$ cat src/rtl/chip_uart_tx.sv
// chip_uart_tx: sends a 16-bit word as two back-to-back 8N1 UART frames.
// Define CHIP_UART_TX_PARITY_EN to add an even-parity bit after each byte's data bits.
module chip_uart_tx #(
   parameter int CLK_DIV   = 434,
   parameter int BYTE_SWAP = 0
) (
   input  logic        clk_sys,
   input  logic        rst_n,
   input  logic [15:0] tx_data,
   input  logic        tx_vld,
   output logic        tx_done,
   output logic        tx_busy,
   output logic        tx_ovf,
   output logic        uart_tx
);

   localparam logic [15:0] DIV_M1 = 16'(CLK_DIV - 1);

`ifdef CHIP_UART_TX_PARITY_EN
   typedef enum logic [2:0] {S_IDLE, S_START, S_DATA, S_PARITY, S_STOP} state_t;
`else
   typedef enum logic [2:0] {S_IDLE, S_START, S_DATA, S_STOP} state_t;
`endif

   state_t      state;
   logic [15:0] cnt;
   logic [15:0] hold;
   logic [2:0]  bit_idx;
   logic        byte_sel;
   logic [7:0]  cur_byte;

   // byte_sel counts transmitted bytes; BYTE_SWAP flips which half goes first
   assign cur_byte = (byte_sel ^ (BYTE_SWAP != 0)) ? hold[15:8] : hold[7:0];

   // The line value is registered alongside each state change, so uart_tx
   // always reflects the state being entered on the same edge.
   always_ff @(posedge clk_sys or negedge rst_n) begin
      if (!rst_n) begin
         state    <= S_IDLE;
         cnt      <= '0;
         hold     <= '0;
         bit_idx  <= '0;
         byte_sel <= 1'b0;
         uart_tx  <= 1'b1;
         tx_busy  <= 1'b0;
         tx_done  <= 1'b0;
         tx_ovf   <= 1'b0;
      end else begin
         tx_done <= 1'b0;
         tx_ovf  <= tx_vld && tx_busy;
         case (state)
            S_IDLE: begin
               if (tx_vld) begin
                  hold     <= tx_data;
                  state    <= S_START;
                  cnt      <= DIV_M1;
                  byte_sel <= 1'b0;
                  tx_busy  <= 1'b1;
                  uart_tx  <= 1'b0;
               end
            end
            S_START: begin
               if (cnt == '0) begin
                  state   <= S_DATA;
                  cnt     <= DIV_M1;
                  bit_idx <= '0;
                  uart_tx <= cur_byte[0];
               end else begin
                  cnt <= cnt - 16'd1;
               end
            end
            S_DATA: begin
               if (cnt == '0) begin
                  cnt <= DIV_M1;
                  if (bit_idx == 3'd7) begin
`ifdef CHIP_UART_TX_PARITY_EN
                     state   <= S_PARITY;
                     uart_tx <= ^cur_byte;
`else
                     state   <= S_STOP;
                     uart_tx <= 1'b1;
`endif
                  end else begin
                     bit_idx <= bit_idx + 3'd1;
                     uart_tx <= cur_byte[bit_idx + 3'd1];
                  end
               end else begin
                  cnt <= cnt - 16'd1;
               end
            end
`ifdef CHIP_UART_TX_PARITY_EN
            S_PARITY: begin
               if (cnt == '0) begin
                  state   <= S_STOP;
                  cnt     <= DIV_M1;
                  uart_tx <= 1'b1;
               end else begin
                  cnt <= cnt - 16'd1;
               end
            end
`endif
            S_STOP: begin
               if (cnt == '0) begin
                  if (!byte_sel) begin
                     // second byte follows with no idle gap
                     state    <= S_START;
                     cnt      <= DIV_M1;
                     byte_sel <= 1'b1;
                     uart_tx  <= 1'b0;
                  end else begin
                     state    <= S_IDLE;
                     byte_sel <= 1'b0;
                     tx_busy  <= 1'b0;
                     tx_done  <= 1'b1;
                     uart_tx  <= 1'b1;
                  end
               end else begin
                  cnt <= cnt - 16'd1;
               end
            end
            default: begin
               state   <= S_IDLE;
               tx_busy <= 1'b0;
               uart_tx <= 1'b1;
            end
         endcase
      end
   end

endmodule

$ cat config.mk
export PLATFORM = sky130hd
export DESIGN_NAME = chip_uart_tx
export DESIGN_NICKNAME = d
export VERILOG_FILES = /design/src/rtl/chip_uart_tx.sv
export SDC_FILE = /design/constraint.sdc
export NUM_CORES = 1
export LEC_CHECK = 0
export ABC_AREA = 1
export CAP_MARGIN = 15
export CORE_MARGIN = 2
export CORE_UTILIZATION = 50
export CTS_BUF_LIST = sky130_fd_sc_hd__clkbuf_4 sky130_fd_sc_hd__clkbuf_8
export CTS_CLUSTER_DIAMETER = 80
export CTS_CLUSTER_SIZE = 28
export DETAILED_ROUTE_END_ITERATION = 10
export PLACE_DENSITY = 0.71
export RECOVER_POWER = 25
export SLEW_MARGIN = 20
export SYNTH_ARGS = -nofsm -noshare
export SYNTH_HDL_FRONTEND = slang
export SYNTH_SLANG_ARGS = --single-unit
$ cat constraint.sdc
create_clock -name clk_sys -period 1.9 [get_ports clk_sys]
set_input_delay 0.19 -clock clk_sys [delete_from_list [all_inputs] [get_ports clk_sys]]
set_output_delay 0.19 -clock clk_sys [all_outputs]
set_load 0.05 [all_outputs]
==> results of run 1 <==
## report_power, final
| group | switching (mW) | total, mW | leakage [nW] | internal [mW] |
|---|---|---|---|---|
| Sequential | 0.000266 | 0.894 | 0.555 | 0.894 |
| Combinational | 0.0319 | 0.0684 | 0.810 | 0.0365 |
| Clock | 0.314 | 0.588 | 0.0486 | 0.274 |
| Total | 0.346 | 1.55 | 1.41 | 1.20 |
## through the flow
step                setup slack, ns  total power, mW  hold WS, ns  instance area [um^2]  std cells
CTS                          0.0630             1.56        0.470                  2840        378
global route                 0.0310             1.62        0.488                  2840        378
global placement              0.165            0.980        0.289                  2740        369
floorplan                     0.355            0.922       -0.106                  2430        289
finish                       0.0679             1.55        0.486                  2840        378
detailed placement           0.0774            0.981        0.295                  2740        369
## placed cells by master (no fill, tap or decap), drive strengths merged, types with 4 or more instances in the layout
cell type      instances
inv                   28
a21oi                  9
clkdlybuf4s50         21
nand2                 79
mux2                  16
o21ai                 20
dfrtp                 41
clkbuf                 7
nand3                 26
nor2                  38
nand4                  6
ha                     8
buf                    8
clkinv                 4
xor2                   5
## registers in the layout, indices dropped and copies added (netlist names)
register	cells
byte_sel	1
bit_idx	3
cnt	16
tx_busy	1
tx_done	1
tx_ovf	1
hold	16
state	2
uart_tx	1
## cell families after synthesis
| logic type | count (synthesis) | share of synthesized area, % |
|---|---|---|
| compound gates | 32 | 7.47 |
| xor+xnor | 6 | 2.16 |
| fa+ha+maj | 8 | 4.12 |
| buf+inv | 34 | 5.98 |
| flops | 42 | 43.4 |
| mux | 16 | 7.42 |
| simple gates | 151 | 29.5 |
## repair_timing
action | 4_1_cts | 5_1_grt
setup endpoints to repair | 0 | 9
hold endpoints to repair | 41 | 0
gates resized for setup | 0 | 2
hold buffers | 1 | 0
## how the worst min path moves through the flow
stage	startpoint	endpoint	slack [ns]	depth (start not counted)
after floorplan	rst_n	bit_idx[0]$_DFFE_PN0P_	-0.11	0
after global placement	rst_n	cnt[3]$_DFFE_PN0P_	0.29	2
after detailed placement	rst_n	cnt[3]$_DFFE_PN0P_	0.30	2
after CTS	tx_vld	tx_ovf$_DFF_PN0_	0.47	3
after global routing	tx_data[14]	hold[14]$_DFFE_PN0P_	0.49	2
final	tx_busy$_DFFE_PN0P_	tx_ovf$_DFF_PN0_	0.49	2
## metal layers
metal / track usage (%) / up-vias / share of wire (%)
li1: - / 1007 / -
met1: 25.9 / 919 / 44
met5: 0 / - / 0
met3: 4.25 / 5 / 3.6
met2: 34.8 / 30 / 51
met4: 7.27 / 0 / 1.1
## area by class of cell
| cell class | count | area (um^2) |
|---|---|---|
| fillers | 411 | 1850 |
| repair buffers | 31 | 283 |
| flip-flops and latches | 42 | 1050 |
| clock buffers | 6 | 76.3 |
| multi-input cells | 213 | 1230 |
| clock inverters | 2 | 13.8 |
| inverters | 30 | 113 |
| well taps | 54 | 67.6 |
==> out/qor.txt, run 1 <==
RR Endpoint = byte_sel$_DFFE_PN0P_
Status = complete, no violations
Final TNS setup = 0 ns
Vias in the first global route = 1932
Fin util = 60.5%
Starting DRT DRC Count = 85
Static Leak = 1.41 nW
Top cell type by total area after synthesis = dfrtp_1
Worst stage delay on the critical path = 0.80 ns
Port Buffers = 22
Crit path DAT = 1.64 ns
Die W = 73.7 um
Die area = 5430 um^2
Final Skew = 0.00812 ns
Fraction of registers with async set/reset = 100%
CORE AREA = 4690 um^2
CP bufs+invs = 1
CTS clk-pin slew, worst paths = 0.08 ns
Total GRT Usage = 20.5%
Critical Path RT = 1.71 ns
Crit path from = uart_tx$_DFFE_PN1P_
Drt wl/cell = 13.0 um
Syn_nets = 316
Final ANT Viol Nets = 0
Family with the most delay on the worst path = buffers and inverters
First-pass GRT wire length = 8500 um
Post-synth EDFFs = 0
Min Clock Period, post-route = 1.83 ns
Cell area power density = 546 nW/um^2
Max IR drop VDD = 444 uV
Synth top area cells = dfrtp_1 (42%), nand2_1 (11%), mux2_2 (7.4%)
Clock buffer depth = 2
Slew @ Worst Pin = 1.05 ns
Pre-antenna DRT Iters = 4
Rel. slew slack = 29.8%
Final WL = 4930 um
Initial antenna violation count = 0
Total CTS buffers = 5
Kind of critical path = reg -> out
Flop and latch count out of synthesis = 42
IO Count = 23
CTS tree = done
Max Freq = 0.546 GHz
Crit path max fanout = 2
DIE HEIGHT = 73.7 um
Worst hold path type = reg -> reg
Setup violators final = 0
RSZ-0062 raised after global routing = no
Largest net degree at the start of global routing = 43
Crit. End Element = primary output
Critical Path Start Type = flip-flop
Seq/Total Area, Yosys = 43.4%
CTS root buf = clkbuf_8
Worst R2R Path Depth = 9
Slowest stage cell, crit path = clkdlybuf4s50_1
Share of cells above drive strength 1 = 17.0%
Post-DP HPWL = 3720 um
DR DRC count = 0
Prevailing post-synth register cell = dfrtp_1
Initial Util = 51.7%
GPL Wtd Cong = 0.821
Commonest cells in the netlist = nand2_1 (74), dfrtp_1 (41), nor2_1 (29), inv_1 (27), nand3_1 (25)
Net count, final = 350
Avg Inst Size Synth = 8.40 um^2
Worst r2r src = cnt[0]$_DFFE_PN0P_
Ant diodes = 0
Syn. warnings = 0
Levels on crit path = 1
Top-count cell post-synth = nand2_1
H-tree depth = 2
Top cell type's share of synthesized area = 42.3%
Area Growth Syn to Fin = 17.0%
Grt ovf = 0
Vias after detailed routing = 1961
Clock sinks = 42
R2R Setup Slk = 0.17 ns
Max Cap Viol = 0
Fin crit share = 96.4%
Critical-path cell list = clkdlybuf4s50_1
Max-slew violations = 0
Worst-skew pair later-pin latency = 0.29 ns
Num rows = 25
Cell count after synthesis = 289
Synth Cell Area = 2430 um^2
Setup crit end = uart_tx
Synth cell types = 31
Vias per cell = 5.19
Hold Fails Final Rpt = 0
Post-CTS Setup Bufs = 0
Power figures use the tool's default switching activity.
==> run 2, diff against run 1 <==
Settings changed: GPL_TIMING_DRIVEN set to 0.
==> run 2 against run 1 <==
  * Cell count fell by 0.79%
  * Highest routed layer unchanged
  * Die area did not move
  * Total power rose by 9.5%
  * Non-clock buffer count fell by 3
  * Core utilization rose by 0.32 points
  * Sequential cell count did not move
==> out/qor.txt, run 2 (synthesis results as in run 1) <==
Status = complete, no violations
Grt ovf = 0 (unchanged)
Area Growth Syn to Fin = 17.6%
Initial antenna violation count = 0 (unchanged)
Die area = 5430 um^2 (unchanged)
Setup violators final = 0 (unchanged)
Final ANT Viol Nets = 0 (unchanged)
Worst stage delay on the critical path = 0.79 ns (about the same)
Rel. slew slack = 28.6% (-1.1 points)
Worst r2r src = state[0]$_DFFE_PN0P_
Static Leak = 1.41 nW (-0.43%)
Cell area power density = 595 nW/um^2 (+9.0%)
Share of cells above drive strength 1 = 15.6% (-1.4 points)
Vias in the first global route = 1903 (-1.5%)
Fin crit share = 95.6% (-0.83 points)
Hold_sp = tx_vld
Ant diodes = 0 (unchanged)
Crit path max fanout = 2 (unchanged)
Vias per cell = 5.29 (+1.9%)
Total CTS buffers = 5 (unchanged)
Crit path DAT = 1.63 ns (about the same)
Slowest stage cell, crit path = clkdlybuf4s50_1
H-tree depth = 2 (unchanged)
Worst R2R Path Depth = 5 (-4)
CTS clk-pin slew, worst paths = 0.08 ns (about the same)
Starting DRT DRC Count = 78 (-8.2%)
Total GRT Usage = 20.3% (-0.19 points)
Final TNS setup = 0 ns (unchanged)
Crit path from = uart_tx$_DFFE_PN1P_
Initial Util = 51.7% (unchanged)
Clock sinks = 42 (unchanged)
CTS root buf = clkbuf_8
Largest net degree at the start of global routing = 25 (-42%)
Net count, final = 347 (-0.86%)
Worst hold path type = in -> reg
Max Cap Viol = 0 (unchanged)
First-pass GRT wire length = 8490 um (-0.15%)
Post-CTS Setup Bufs = 0 (unchanged)
Finished Layout Cells = 375 (-0.79%)
Worst-skew pair later-pin latency = 0.30 ns (about the same)
Family with the most delay on the worst path = buffers and inverters
CTS tree = done
Tot Pwr = 1.70 mW (+9.5%)
Num rows = 25 (unchanged)
RSZ-0062 raised after global routing = no
Vias after detailed routing = 1982 (+1.1%)
Clock buffer depth = 2 (unchanged)
Setup crit end = uart_tx
Critical-path cell list = clkdlybuf4s50_1
Hold Fails Final Rpt = 0 (unchanged)
Total placed cells including tap cells = 366 (-0.81%)
Drt wl/cell = 13.1 um (+0.84%)
Slew @ Worst Pin = 1.07 ns (+0.0172 ns)
Kind of critical path = reg -> out
Final Skew = 0.00538 ns (-0.00274 ns)
Max IR drop VDD = 431 uV (-2.9%)
Most frequent cells in the layout = nand2_1 (74), dfrtp_1 (41), nor2_1 (29)
R2R Setup Slk = 0.14 ns (-0.03 ns)
DIE HEIGHT = 73.7 um (unchanged)
Port Buffers = 22 (unchanged)
Finished Cell Area = 2860 um^2 (+0.53%)
Largest registers = cnt: 16 flops, hold: 16 flops, bit_idx: 3 flops
CORE AREA = 4690 um^2 (unchanged)
Crit. End Element = primary output
IO Count = 23 (unchanged)
RR Endpoint = hold[6]$_DFFE_PN0P_
Commonest non-fill, non-tap cell in the layout = nand2_1
# fillers = 404 (-1.7%)
Pre-antenna DRT Iters = 4 (unchanged)
Post-DP HPWL = 3680 um (-1.2%)
Max Freq = 0.551 GHz (+0.87%)
Critical Path Start Type = flip-flop
Levels on crit path = 1 (unchanged)
Critical Path RT = 1.71 ns (about the same)
Die W = 73.7 um (unchanged)
GPL Wtd Cong = 0.871 (+6.1%)
DR DRC count = 0 (unchanged)
Max-slew violations = 0 (unchanged)
Min Clock Period, post-route = 1.82 ns (-0.0158 ns)
Final WL = 4930 um (about the same)
Dpl cell area = 2730 um^2 (-0.27%)
CP bufs+invs = 1 (unchanged)
run 2: final cells by class:
type	instances	area, um^2	area share (%)
clock inverter	2	37.5	1.31
sequential	42	1050	36.9
inverter	30	113	3.94
multi-input combinational	213	1230	43.2
tap	54	67.6	2.37
clock buffer	6	76.3	2.67
timing repair buffer	24	244	8.55
buffer	4	32.5	1.14
run 2: timing repair:
| action | in CTS | in global routing |
|---|---|---|
| gates resized for setup | 0 | 1 |
| endpoints found under the hold margin | 17 | 0 |
| endpoints found under the setup margin | 0 | 5 |
| hold buffers | 1 | 0 |
run 2: metal layers:
layer  up-vias  part of all wire, %  track usage [%]
li1        998                    -                -
met1       949                   45             26.3
met2        28                   50             34.6
met3         7                  2.8             3.29
met4         0                  1.5             6.67
met5         -                    0                0
run 2: where the power goes:
group          leakage (nW)  switching (mW)  internal (mW)  total (mW)
sequential            0.555         0.00131          0.894       0.895
combinational         0.798          0.0309         0.0391      0.0699
clock                0.0548           0.326          0.407       0.733
run 2: metrics by stage:
stage	setup WS, ns	hold slack, ns	utilization [%]
floorplan	0.355	-0.106	-
global placement	-0.506	0.472	57.9
detailed placement	0.124	0.166	58.2
CTS	0.0785	0.389	60.8
global route	0.0222	0.487	60.9
finish	0.0837	0.483	60.9
run 2: worst min path at each step:
stage          depth (start not counted)                     end
6_report                               3        tx_ovf$_DFF_PN0_
5_1_grt                                2    hold[14]$_DFFE_PN0P_
4_1_cts                                2      cnt[2]$_DFFE_PN0P_
3_5_place_dp                           1      cnt[2]$_DFFE_PN0P_
3_3_place_gp                           2  bit_idx[2]$_DFFE_PN0P_
2_1_floorplan                          0  bit_idx[0]$_DFFE_PN0P_
